--- src/rtl/store_checker_expect_table.sv ---
// rtl/store_checker_expect_table.sv - expected-store register file, one write port, async read
module expect_table #(
   parameter int DEPTH  = 4,
   parameter int ADDR_W = 32,
   parameter int DATA_W = 32
) (
   input  logic                       clk_i,
   input  logic                       we_i,
   input  logic [$clog2(DEPTH)-1:0]   widx_i,
   input  logic [ADDR_W-1:0]          waddr_i,
   input  logic [DATA_W-1:0]          wdata_i,
   input  logic [$clog2(DEPTH)-1:0]   ridx_i,
   output logic [ADDR_W-1:0]          raddr_o,
   output logic [DATA_W-1:0]          rdata_o
);

   // Contents deliberately survive reset so a run can be re-armed without reloading.
   logic [ADDR_W-1:0] addr_q [DEPTH];
   logic [DATA_W-1:0] data_q [DEPTH];

   always_ff @(posedge clk_i) begin
      if (we_i && (32'(widx_i) < DEPTH)) begin
         addr_q[widx_i] <= waddr_i;
         data_q[widx_i] <= wdata_i;
      end
   end

   assign raddr_o = addr_q[ridx_i];
   assign rdata_o = data_q[ridx_i];

endmodule

--- config.mk ---
export PLATFORM = sky130hd
export DESIGN_NAME = expect_table
export DESIGN_NICKNAME = d
export VERILOG_FILES = /design/src/rtl/store_checker_expect_table.sv
export SDC_FILE = /design/constraint.sdc
export NUM_CORES = 1
export LEC_CHECK = 0
export ABC_AREA = 1
export CORE_MARGIN = 8
export CORE_UTILIZATION = 50
export CTS_CLUSTER_DIAMETER = 60
export DETAILED_ROUTE_END_ITERATION = 12
export PLACE_DENSITY = 0.76
export SYNTH_ARGS = -nofsm -noshare
export SYNTH_HDL_FRONTEND = slang
export SYNTH_SLANG_ARGS = --single-unit
--- constraint.sdc ---
create_clock -name clk_i -period 5.34 [get_ports clk_i]
set_clock_uncertainty 0.1 [all_clocks]
set_input_delay 0.534 -clock clk_i [delete_from_list [all_inputs] [get_ports clk_i]]
set_output_delay 0.534 -clock clk_i [all_outputs]
set_load 0.05 [all_outputs]
==> results.py, run 1 <==
metrics = {
    "flow_run": {
        "cap_violations": 0,
    },
    "die": {
        "dieArea_um2": 26500,
        "start_util_pct": 51.0,
        "die_x_um": 163,
        "rows": 53,
        "ios": 134,
        "die_h_um": 163,
        "core_area_um2": 21100,
    },
    "detailed_routing": {
        "ant_nets": 0,
        "via_count": 6845,
        "drc": 0,
        "drt-initial-drc-count": 470,
        "wl_um": 22600,
        "viasPerCell": 4.77,
        "routedWlPerCell_um": 15.8,
        "first_pass_iters": 5,
    },
    "layout": {
        "layout-drive-gt1-share_pct": 5.09,
        "antenna-diode-count": 0,
        "fillerInstances": 1639,
        "layoutNonFillerInstCount": 1434,
        "final_cell_mix": "320 x nand2_1, 259 x inv_1, 256 x edfxtp_1, 131 x clkdlybuf4s50_1, 128 x nand3_1",
        "syn2layout_area_growth_pct": 22.3,
        "fin_nets": 1211,
        "mostFrequentLayoutCell": "nand2_1",
    },
    "logic_synthesis": {
        "syn-instance-count": 1010,
        "syn-num-nets": 1080,
        "ys_top_cells_by_area": "edfxtp_1 71%, nand2_1 11%, inv_1 9.0%",
        "ys_types": 10,
        "synth-seq-cells": 256,
        "postSynthAreaPerCell_um2": 10.7,
        "synth.top_cell.area_share_pct": 71.4,
        "synth_warnings": 0,
        "synth_area_um2": 10800,
        "ys_seq_area_share_pct": 71.4,
        "synth_area_leader_cell": "edfxtp_1",
    },
    "placement": {
        "hpwl_um": 13600,
        "io_buffers": 133,
        "place_inst": 1389,
        "gp_congestion": 0.706,
    },
    "setup_path": {
        "start_kind": "input pin",
        "slowest_delay_ps": 810,
        "cp-end-kind": "output port",
        "crit_fanout": 92,
        "cp_num_buf_inv": 4,
        "cpMaxStageDelayCell": "clkdlybuf4s50_1",
        "critPathKind": "input pin to output port",
        "cp.depth": 7,
        "worstPathCellList": "buf_4 -> inv_4 -> buf_4 -> nand2_1 -> nand3_1 -> nand2_1 -> clkdlybuf4s50_1",
        "crit_arrival_ps": 3210,
        "required_ps": 4710,
        "crit_family": "buffers and inverters",
    },
    "timing": {
        "finalMaxSlewViolations": 0,
        "tightestPinTransition_ps": 998,
        "min_period_ps": 3840,
        "hold-worst-slack_ps": 567,
        "finalCritPeriodShare_pct": 71.9,
        "relSlewSlack_pct": 33.3,
        "tns_ps": 0,
        "setup_violations": 0,
        "rsz0062_at_grt": "no",
        "fmax_ghz": 0.260,
        "final_hold_viol_count": 0,
    },
    "min_path": {
        "hold_path.class": "input pin to flop",
        "worstHoldPathCells": 1,
    },
    "clock_network": {
        "numCtsBuffers": 25,
        "cts_tree": "done",
        "post-cts-setup-buffer-count": 0,
        "cts_max_level": 1,
        "ctsResizeCount": 0,
        "path_clk_slew_ps": 60,
        "clock-sinks": 256,
        "cts_hold_buf": 0,
        "cts_max_path_buffers": 3,
        "cts-root-buf": "clkbuf_16",
    },
    "global_route": {
        "grt_usage_pct": 16.8,
        "grt_pass1_wl_um": 35600,
        "grt_pass1_vias": 7072,
        "overflow": 0,
        "grt_max_degree": 93,
        "antenna_found_initial": 0,
    },
    "status": {
        "status": "complete, no violations",
    },
    "pwr": {
        "max-vdd-ir-drop_uv": 308,
        "p_per_area_nw_per_um2": 355,
        "p_leak_nw": 5.83,
    },
}
==> state kept, by name, indices dropped and copies added (netlist names) <==
signal / cells
addr_q: 128
data_q: 128
==> logic make-up after synthesis <==
| family | share of synthesized area [%] |
|---|---|
| flops | 71.4 |
| buf+inv | 11.3 |
| simple gates | 17.3 |
==> per-stage QoR <==
stage          worst slack (ps)  power, W  utilization (%)  instance area, µm²
2_1_floorplan              1670   0.00273                -               10800
3_3_place_gp               1580   0.00293             58.5               12300
3_5_place_dp               1540   0.00295             58.5               12300
4_1_cts                    1520   0.00471             62.4               13200
5_1_grt                    1320   0.00483             62.4               13200
6_report                   1500   0.00467             62.4               13200
==> metal layers <==
| metal | part of all wire (%) | vias to the layer above | GRT usage [%] | wire (µm) |
|---|---|---|---|---|
| met5 | 0 | - | 0 | 0 |
| met3 | 6.0 | 30 | 3.08 | 1360 |
| met2 | 52 | 183 | 31.2 | 11800 |
| met4 | 1.6 | 0 | 4.30 | 366 |
| li1 | - | 3414 | - | - |
| met1 | 40 | 3218 | 19.6 | 9020 |
==> power by group <==
group	internal (W)	switching, W	total (W)
sequential	0.00232	0.0000226	0.00234
clock	0.00105	0.000719	0.00177
combinational	0.000183	0.000378	0.000561
==> cell type report <==
cell class                      count  area (µm²)  share of cell area, %
Timing Repair Buffer              145        1410                   10.7
Inverter                          261         982                   7.46
Clock buffer                       27         633                   4.81
Clock inverter                     18         194                   1.47
Tap cell                          275         344                   2.61
Multi-Input combinational cell    452        1910                   14.5
Sequential cell                   256        7690                   58.4
==> path summary, 6_finish.rpt <==
kind        start  slack (ps)             to
max     ridx_i[0]        1500    raddr_o[13]
min   wdata_i[14]         570  data_q[1][14]
==> Yosys cell counts <==
library cell and instances:
buf_2 21, clkbuf_1 4, buf_1 2, inv_1 259, nand2_1 320, nand3_1 128
inv_2 2, edfxtp_1 256, buf_4 14, nor3_1 4
Power figures use the tool's default switching activity.
==> run 2: changes to the inputs <==
- clock period: 5.34 -> 3.1 ns (I/O delays scaled with it)
==> results.py, run 2 (synthesis results as in run 1) <==
metrics = {
    "status": {
        "status": "complete, no violations",
    },
    "pwr": {
        "p_int_w": 0.00602,
        "switchingPower_w": 0.00188,
        "p_leak_nw": 6.16,
        "max-vdd-ir-drop_uv": 460,
        "p_per_area_nw_per_um2": 573,
        "comb_power_share_pct": 15.0,
        "pwr-share-clk_pct": 34.0,
        "sw_frac_of_total_pct": 23.9,
        "power_frac_seq_pct": 51.0,
    },
    "clock_network": {
        "path_clk_slew_ps": 60,
        "numCtsBuffers": 25,
        "cts_max_level": 1,
        "ctsResizeCount": 0,
        "cts-root-buf": "clkbuf_16",
        "post-cts-setup-buffer-count": 0,
        "cts_max_path_buffers": 3,
        "cts_hold_buf": 0,
        "clock-sinks": 256,
        "cts_tree": "done",
    },
    "global_route": {
        "antenna_found_initial": 2,
        "overflow": 0,
        "grt_usage_pct": 16.6,
        "grt_pass1_vias": 7036,
        "grt_max_degree": 100,
        "grt_pass1_wl_um": 34900,
    },
    "layout": {
        "layout-drive-gt1-share_pct": 9.96,
        "syn2layout_area_growth_pct": 28.1,
        "fin_nets": 1210,
        "final_cell_mix": "320 x nand2_1, 259 x inv_1, 256 x edfxtp_1, 128 x nand3_1, 71 x buf_12",
        "postLayoutCoreUtil_pct": 65.3,
        "mostFrequentLayoutCell": "nand2_1",
        "top_regs": "addr_q x128, data_q x128",
    },
    "detailed_routing": {
        "via_count": 6846,
        "drt-initial-drc-count": 360,
        "wl_um": 22000,
        "first_pass_iters": 5,
        "ant_nets": 0,
        "routedWlPerCell_um": 15.4,
        "drc": 0,
        "viasPerCell": 4.78,
    },
    "timing": {
        "finalMaxSlewViolations": 0,
        "hold-worst-slack_ps": 339,
        "setup_violations": 0,
        "final_hold_viol_count": 0,
        "min_period_ps": 2160,
        "finalCritPeriodShare_pct": 69.5,
        "tightestPinTransition_ps": 468,
        "tns_ps": 0,
        "rsz0062_at_grt": "no",
        "relSlewSlack_pct": 68.8,
        "fmax_ghz": 0.464,
    },
    "placement": {
        "io_buffers": 133,
        "gp_congestion": 0.712,
        "hpwl_um": 12900,
    },
    "die": {
        "core_area_um2": 21100,
        "start_util_pct": 51.0,
        "die_h_um": 163,
        "dieArea_um2": 26500,
        "ios": 134,
        "rows": 53,
        "die_x_um": 163,
    },
    "setup_path": {
        "cp_num_buf_inv": 4,
        "cpMaxStageDelayCell": "inv_4",
        "crit_fanout": 60,
        "critPathKind": "input pin to output port",
        "required_ps": 2690,
        "crit_family": "buffers and inverters",
        "slowest_delay_ps": 340,
        "worstPathCellList": "buf_4 -> inv_4 -> buf_12 -> nand2_1 -> nand3_1 -> nand2_1 -> buf_12",
        "cp-end-kind": "output port",
        "crit_arrival_ps": 1750,
        "start_kind": "input pin",
    },
    "min_path": {
        "hold_path.class": "input pin to flop",
    },
    "flow_run": {
        "cap_violations": 0,
    },
}
-- run 2: worst paths after layout --
path | startpoint | end | slack, ps | cells after the start
max | ridx_i[0] | raddr_o[0] | 940 | 7
min | waddr_i[28] | addr_q[2][28] | 340 | 1
-- run 2: per-layer routing --
| layer | up-vias | wire length, µm | track usage (%) |
|---|---|---|---|
| met1 | 3212 | 8430 | 18.9 |
| met5 | - | 9 | 0 |
| li1 | 3411 | - | - |
| met2 | 178 | 11500 | 30.2 |
| met4 | 2 | 611 | 6.76 |
| met3 | 43 | 1460 | 3.03 |
-- run 2: metrics by stage --
step	power [W]	area [µm²]	cells	worst slack, ps
after global routing	0.00818	13800	1431	865
final	0.00790	13800	1431	944
after CTS	0.00797	13800	1430	950
after floorplan	0.00470	10800	1010	-350
after detailed placement	0.00530	13100	1388	933
after global placement	0.00527	13100	1388	956
-- run 2: power by group through the flow --
stage / Combinational [W] / Clock [W] / Sequential [W]
after global placement: 0.00117 / 0 / 0.00410
after global routing: 0.00126 / 0.00287 / 0.00404
after floorplan: 0.000595 / 0 / 0.00410
final: 0.00118 / 0.00269 / 0.00403
after CTS: 0.00120 / 0.00274 / 0.00403
after detailed placement: 0.00119 / 0 / 0.00410
-- run 2: final cells by class --
cell class | count | area, µm²
flip-flops and latches | 256 | 7690
fillers | 1513 | 7310
repair buffers | 144 | 2130
multi-input cells | 452 | 1910
inverters | 261 | 982
clock buffers | 26 | 629
well taps | 275 | 344
clock inverters | 16 | 93.8
diodes | 1 | 2.50
==> run 3: changes to the inputs <==
- CORE_UTILIZATION: 50 -> 56
- PLACE_DENSITY: 0.76 -> 0.8
- clock period: 3.1 -> 2.1 ns (I/O delays scaled with it)
==> results.py, run 3 (synthesis results as in run 1) <==
metrics = {
    "clock_network": {
        "numCtsBuffers": 24,
        "cts_tree": "done",
        "ctsResizeCount": 0,
        "cts-root-buf": "clkbuf_16",
        "cts_hold_buf": 0,
        "cts_max_path_buffers": 3,
        "cts_max_level": 1,
        "clock-sinks": 256,
        "post-cts-setup-buffer-count": 0,
        "path_clk_slew_ps": 60,
    },
    "setup_path": {
        "crit_family": "buffers and inverters",
        "worstPathCellList": "buf_4 -> buf_12 -> nand2_1 -> nand3_1 -> nand2_1 -> buf_12",
        "cpMaxStageDelayCell": "buf_12",
        "start_kind": "input pin",
        "crit_fanout": 112,
        "critPathKind": "input pin to output port",
        "cp_num_buf_inv": 3,
        "slowest_delay_ps": 410,
        "crit_arrival_ps": 1540,
        "startpoint": "ridx_i[0]",
        "required_ps": 1790,
        "cp-end-kind": "output port",
    },
    "timing": {
        "relSlewSlack_pct": 63.7,
        "fmax_ghz": 0.540,
        "finalMaxSlewViolations": 0,
        "setup_violations": 0,
        "min_period_ps": 1850,
        "final_hold_viol_count": 0,
        "tightestPinTransition_ps": 545,
        "rsz0062_at_grt": "no",
        "finalCritPeriodShare_pct": 88.1,
    },
    "detailed_routing": {
        "drt-initial-drc-count": 532,
        "first_pass_iters": 5,
        "routedWlPerCell_um": 16.5,
        "via_count": 7078,
        "ant_nets": 0,
        "wl_um": 23000,
        "drc": 0,
        "viasPerCell": 5.07,
    },
    "layout": {
        "fillerInstances": 1124,
        "top_regs": "addr_q x128, data_q x128",
        "syn2layout_area_growth_pct": 29.6,
        "antenna-diode-count": 0,
        "final_cell_mix": "320 x nand2_1, 259 x inv_1, 256 x edfxtp_1, 128 x nand3_1, 76 x buf_12",
        "seq_area_um2": 7690,
        "layout-drive-gt1-share_pct": 10.9,
        "fin_nets": 1214,
        "mostFrequentLayoutCell": "nand2_1",
        "multiInputGateArea_um2": 1910,
        "postLayoutCoreUtil_pct": 74.3,
    },
    "global_route": {
        "grt_pass1_wl_um": 36500,
        "grt_usage_pct": 19.3,
        "overflow": 0,
        "antenna_found_initial": 0,
        "grt_max_degree": 113,
        "grt_pass1_vias": 7295,
    },
    "die": {
        "die_h_um": 155,
        "rows": 50,
        "die_x_um": 155,
        "dieArea_um2": 23900,
        "core_area_um2": 18800,
        "start_util_pct": 57.3,
        "ios": 134,
    },
    "placement": {
        "hpwl_um": 13800,
        "gp_congestion": 0.760,
        "io_buffers": 133,
    },
    "pwr": {
        "pwr-share-clk_pct": 36.9,
        "p_int_w": 0.00942,
        "p_per_area_nw_per_um2": 880,
        "comb_power_share_pct": 14.6,
        "power_frac_seq_pct": 48.5,
        "p_total_w": 0.0123,
        "switchingPower_w": 0.00286,
        "sw_frac_of_total_pct": 23.3,
        "p_leak_nw": 6.26,
        "max-vdd-ir-drop_uv": 623,
    },
    "flow_run": {
        "cap_violations": 0,
    },
    "status": {
        "status": "complete, no violations",
    },
    "min_path": {
        "hp-start": "waddr_i[1]",
        "hold_path.class": "input pin to flop",
    },
}
run 3: power groups by stage:
stage          Combinational, W  Sequential [W]  Clock (W)
2_1_floorplan          0.000884         0.00605          0
3_3_place_gp            0.00176         0.00605          0
3_5_place_dp            0.00179         0.00606          0
4_1_cts                 0.00181         0.00595    0.00459
5_1_grt                 0.00191         0.00597    0.00477
6_report                0.00179         0.00595    0.00453
run 3: area by class of cell:
type | count | share of cell area, %
sequential | 256 | 55.1
timing repair buffer | 149 | 16.0
multi-input combinational | 452 | 13.7
inverter | 261 | 7.04
clock buffer | 27 | 4.54
tap | 234 | 2.10
clock inverter | 17 | 1.52
run 3: per-stage QoR:
stage | setup TNS (ps) | setup slack, ps | std cells | cell area, µm² | hold slack (ps)
finish | 0 | 249 | 1396 | 13900 | 237
global route | 0 | 208 | 1396 | 13900 | 227
CTS | 0 | 273 | 1396 | 13900 | 218
detailed placement | 0 | 243 | 1352 | 13100 | 746
global placement | 0 | 248 | 1352 | 13100 | 735
floorplan | -81040 | -317 | 1010 | 10800 | 209
run 3: layer usage:
metal | share of wire [%] | up-vias | GRT usage, %
met3 | 6.2 | 32 | 3.37
met5 | 0 | - | 0
met2 | 54 | 265 | 35.4
met1 | 38 | 3363 | 22.0
met4 | 2.0 | 0 | 7.65
li1 | - | 3418 | -
run 3: worst paths after layout:
kind	cells past startpoint	to	slack, ps
max	6	rdata_o[0]	250
min	1	addr_q[0][1]	240
